[config.mk]
export PLATFORM = sky130hd
export DESIGN_NAME = id_exe_skid_stage
export DESIGN_NICKNAME = d
export VERILOG_FILES = /design/src/rtl/id_exe_skid_stage.sv
export SDC_FILE = /design/constraint.sdc
export NUM_CORES = 1
export LEC_CHECK = 0
export ABC_AREA = 1
export CORE_MARGIN = 2
export CORE_UTILIZATION = 48
export CTS_CLUSTER_SIZE = 30
export DETAILED_ROUTE_END_ITERATION = 6
export GPL_ROUTABILITY_DRIVEN = 0
export PLACE_DENSITY_LB_ADDON = 0.08
export SYNTH_ARGS = -nofsm -noshare
export SYNTH_HDL_FRONTEND = slang
export SYNTH_SLANG_ARGS = --single-unit
[constraint.sdc]
create_clock -name clk -period 1.2 [get_ports clk]
set_input_delay 0.3 -clock clk [delete_from_list [all_inputs] [get_ports clk]]
set_output_delay 0.3 -clock clk [all_outputs]
set_load 0.005 [all_outputs]
[src/rtl/id_exe_skid_stage.sv]
// ID->EXE elastic pipeline register with a main entry and a skid entry; optional stall counter under IDEX_STALL_CNT_EN.
// Latency: 1 cycle input->output when main is empty; sustains 1 beat/cycle while out_ready=1.
// Backpressure: in_ready is !skid_valid (no path from out_ready); a beat arriving while main is held parks in skid.
module id_exe_skid_stage #(
    parameter int DSIZE = 32,
    parameter int ASIZE = 5,
    parameter int ISIZE = 32,
    parameter int OPW   = 3
) (
    input  logic             clk,
    input  logic             rst,
    input  logic             flush,
    input  logic             in_valid,
    output logic             in_ready,
    input  logic [DSIZE-1:0] rdata1_in,
    input  logic [DSIZE-1:0] rdata2_in,
    input  logic [DSIZE-1:0] mux_in,
    input  logic [DSIZE-1:0] imm_in,
    input  logic [OPW-1:0]   opcode_in,
    input  logic [ASIZE-1:0] waddr_in,
    input  logic [ISIZE-1:0] pc_in,
    input  logic [4:0]       ctrl_in,
    output logic             out_valid,
    input  logic             out_ready,
    output logic [DSIZE-1:0] rdata1_out,
    output logic [DSIZE-1:0] rdata2_out,
    output logic [DSIZE-1:0] mux_out,
    output logic [DSIZE-1:0] imm_out,
    output logic [OPW-1:0]   opcode_out,
    output logic [ASIZE-1:0] waddr_out,
    output logic [ISIZE-1:0] pc_out,
    output logic [4:0]       ctrl_out
`ifdef IDEX_STALL_CNT_EN
    ,
    output logic [15:0]      stall_cnt
`endif
);

    typedef struct packed {
        logic [DSIZE-1:0] rdata1;
        logic [DSIZE-1:0] rdata2;
        logic [DSIZE-1:0] mux;
        logic [DSIZE-1:0] imm;
        logic [OPW-1:0]   opcode;
        logic [ASIZE-1:0] waddr;
        logic [ISIZE-1:0] pc;
        logic [4:0]       ctrl;
    } payload_t;

    payload_t main_dat;
    payload_t skid_dat;
    payload_t in_dat;
    logic     main_valid;
    logic     skid_valid;
    logic     accept;
    logic     release_beat;

    assign in_dat = '{rdata1: rdata1_in, rdata2: rdata2_in, mux: mux_in, imm: imm_in,
                      opcode: opcode_in, waddr: waddr_in, pc: pc_in, ctrl: ctrl_in};

    // Ready depends only on registered skid occupancy, masked while reset is held.
    assign in_ready     = !skid_valid && !rst;
    assign accept       = in_valid && in_ready && !flush;
    assign release_beat = main_valid && out_ready;

    assign out_valid  = main_valid;
    assign rdata1_out = main_dat.rdata1;
    assign rdata2_out = main_dat.rdata2;
    assign mux_out    = main_dat.mux;
    assign imm_out    = main_dat.imm;
    assign opcode_out = main_dat.opcode;
    assign waddr_out  = main_dat.waddr;
    assign pc_out     = main_dat.pc;
    // A bubble must never write the register file, memory or redirect fetch.
    assign ctrl_out   = main_valid ? main_dat.ctrl : 5'b0;

    // Main/skid occupancy and payload: skid always drains into main before new input.
    always_ff @(posedge clk) begin
        if (rst) begin
            main_valid <= 1'b0;
            skid_valid <= 1'b0;
            main_dat   <= '0;
            skid_dat   <= '0;
        end else if (flush) begin
            main_valid <= 1'b0;
            skid_valid <= 1'b0;
        end else if (!main_valid || release_beat) begin
            if (skid_valid) begin
                main_dat   <= skid_dat;
                main_valid <= 1'b1;
                skid_valid <= 1'b0;
            end else if (accept) begin
                main_dat   <= in_dat;
                main_valid <= 1'b1;
            end else begin
                main_valid <= 1'b0;
            end
        end else if (accept) begin
            skid_dat   <= in_dat;
            skid_valid <= 1'b1;
        end
    end

`ifdef IDEX_STALL_CNT_EN
    // Saturating count of cycles where execute refuses a valid beat; flush does not clear it.
    always_ff @(posedge clk) begin
        if (rst) begin
            stall_cnt <= 16'd0;
        end else if (main_valid && !out_ready && stall_cnt != 16'hFFFF) begin
            stall_cnt <= stall_cnt + 16'd1;
        end
    end
`endif

endmodule

==> results by group <==
Route
  • WL final: between 50000 and 60000 um
  • Routed WL per cell: ~14 um
  • Antenna-violating nets left: 0
  • DR iter-0 viols: between 1000 and 1500
  • Via-to-Cell Ratio: about 4.8
  • # DRC: 0
  • Vias: 18600
  • Pre-antenna DRT Iters: 6

Logic synthesis
  • Yosys top cell area share: a little under two fifths
  • Area leader, netlist: dfxtp_1
  • Number of synthesized flops with an enable pin: 0
  • Main synth FF type: dfxtp_1
  • Adder-Cell Fraction of Synth Area: 0%
  • Synth top area cells: dfxtp_1 (38%), nor2_1 (18%), nand2_1 (14%)
  • Synthesis-stage register bit count: roughly 350
  • Yosys cell types: 16
  • Post-synthesis sequential area ratio: between 30% and 40%
  • Mean Syn Cell Area: 6.11 um^2
  • Count leader, synth: nor2_1
  • Syn Nets: 3159
  • Post-Synth XOR/XNOR Area: 0%
  • Post-synthesis simple-gate area fraction: 37.3%
  • Cell area after synthesis: 0.0182 mm^2
  • Synth top cells by count: nor2_1 (867), nand2_1 (699), inv_1 (353)
  • Main combinational cell family by area after synthesis: simple AND/OR/NAND/NOR gates
  • YS warnings: 0
  • Synth Area in Compound Gates: 4.84%
  • Portion of netlist area occupied by mux cells: 0%
  • Ys async rst share: 0%
  • Syn Inst Count: 2981

Pwr
  • Flop pwr share: 42.1%
  • Switching part of the total power: between 20% and 30%
  • Leakage: 13.8 nW
  • Internal power: 21.5 mW
  • PwrDens: 1090 mW/mm^2
  • Total Power: 28.5 mW
  • Worst vdd ir: a little under 1 mV
  • Combinational power share: 13.9%
  • Clock power frac: 44.0%
  • P_sw: 6.91 mW

Setup path
  • WP data required: 1.62 ns
  • Critical path fanouts, max: 7
  • Depth of the worst register-to-register path: 11
  • CP Cell Sequence: buf_12, buf_6, nand3_4, nor2_4, buf_12, buf_16, buf_12, clkbuf_16, nand2_1, nand2_1, nor2_1
  • Most Frequent Cell on Critical Path: buf_12
  • Arrival @ worst endpoint: 2.10 ns
  • CP peak stage delay: 0.35 ns
  • CP Capture Type: flip-flop
  • Critical path class: flip-flop to flip-flop
  • Critical Path Start Type: flip-flop
  • Critical path's slowest cell: dfxtp_2

STA
  • Setup violators final: 521
  • Hold Slack: 0.301 ns
  • TNS Setup: -123.87 ns
  • RSZ-0062 raised after global routing: yes
  • Fmax: around 600 MHz
  • Worst Tran Pin Value: 0.259 ns
  • Max-slew headroom: 82.7%
  • Worst setup margin: -0.477 ns
  • Min cycle time layout: 1.68 ns
  • Final Hold Viols: 0
  • Clock skew: 0.0169 ns
  • Max-slew violation count: 0
  • Final Cycle Share: 140%

Placed design
  • DP Worst Slack: -0.783 ns
  • Inst Count DP: 3723
  • Hpwl dp: about 32000 um
  • DP Area: 0.0224 mm^2
  • IO Port Bufs: 352

Floorplanning
  • Chip width: 199 um
  • Die H: 199 um
  • Core Rows: between 70 and 80
  • Initial Utilization: a little under 50%
  • Number of top-level pins: 353
  • Full die area: 0.0395 mm^2
  • Core area: 0.0375 mm^2

Finish
  • Area of the multi-input gates: 0.00824 mm^2
  • Sequential Area: around 0.007 mm^2
  • Share of cells above drive strength 1: 26.7%
  • Layout Nets: 3545
  • Finished Cell Area: 0.0262 mm^2
  • Fin util: 69.8%
  • Finished Layout Cells: 3905
  • Fillers: between 3000 and 4000
  • Syn-to-layout area delta: 43.7%

Hold path
  • Hold Crit Class: primary input to flip-flop
  • WHS Path Cells: 4

Clocking
  • Worst-case clock buffer depth: 3
  • # clock sinks: 348
  • Worst-path clk slew: about 0.060 ns
  • H-tree depth: 2
  • Cts bufs inserted: 41
  • Worst skew pair latency: 0.55 ns
  • CTS tree: built
  • Clock Root Buffer: clkbuf_16

Global route
  • Pin count of the biggest net entering global routing: 56
  • Gr ovfl total: 0
  • Global-route wire length before repair: 78400 um
  • Initial antenna violation count: 2
  • Vias in the first global route: approximately 16000
  • GR Util All Layers: 24.1%

Status
  • Outcome: complete, but fails checks
  • Failing checks: negative setup slack

Run
  • Maxcap violations: 0
[flip-flops by register name (all words and copies together), names as in the netlist]
register / count
skid_dat: 173
imm_out: 32
mux_out: 32
pc_out: 32
rdata1_out: 32
rdata2_out: 32
main_dat: 5
waddr_out: 5
opcode_out: 3
out_valid: 1
skid_valid: 1
[power by group through the flow]
stage	sequential, mW	clock [mW]	combinational, mW
2_1_floorplan	12.1	0	1.77
3_3_place_gp	12.2	0	3.31
3_5_place_dp	12.2	0	3.33
4_1_cts	12.0	12.7	3.50
5_1_grt	12.0	13.2	4.32
6_report	12.0	12.5	3.96
[layout by cell type (no fill, tap or decap), drive strengths merged]
cell / netlist / layout
nor2: 869 / 869
nand2: 701 / 701
buf: 328 / 487
inv: 354 / 355
dfxtp: 348 / 348
clkdlybuf4s50: 0 / 176
a21oi: 174 / 174
nand3: 174 / 174
clkbuf: 32 / 94
clkinv: 0 / 8
bufinv: 0 / 4
diode: 0 / 2
o31ai: 1 / 1
dlygate4sd2: 0 / 1
[worst max-delay path: cells and delay by family (launching register included)]
kind | cells | cell delay [ns]
AND/OR/NAND/NOR | 5 | 0.44
flip-flops | 1 | 0.35
buffers and inverters | 6 | 0.78
[metal layers]
metal,GRT usage [%],vias to the layer above,routed length [um]
met5,0,-,16
met4,7.68,2,1580
met3,4.92,117,3670
met2,40.7,544,26200
met1,30.9,8441,24300
li1,-,9464,-
[timing repair]
action | CTS | global route
endpoints found under the setup margin | 523 | 523
pin swaps | 15 | 52
resized for setup | 966 | 203
setup buffers | 29 | 22
cloned | 15 | 50
hold buffers | 0 | 0
[final cells by class]
cell class	instances	share of cell area [%]
tap	511	2.44
timing repair buffer	703	28.5
antenna	2	0.0191
clock inverter	13	0.645
inverter	354	5.11
multi-input combinational	1919	31.5
sequential	348	27.4
clock buffer	55	4.43
[cell families after synthesis]
| kind of cell | after synthesis |
|---|---|
| compound gates | 175 |
| buf+inv | 714 |
| flops | 348 |
| simple gates | 1744 |
[path summary, 6_finish.rpt]
| check | from | to | slack, ns |
|---|---|---|---|
| worst max-delay path | out_valid$_SDFFE_PP0P_ | skid_dat[147]$_SDFFE_PP0P_ | -0.48 |
| worst min-delay path | rst | skid_valid$_SDFFE_PP0P_ | 0.30 |
| worst max register to register | out_valid$_SDFFE_PP0P_ | skid_dat[147]$_SDFFE_PP0P_ | -0.48 |
| worst min register to register | imm_out[4]$_SDFFE_PP0P_ | imm_out[4]$_SDFFE_PP0P_ | 0.45 |
No activity file was read; power rests on OpenSTA's default activity.
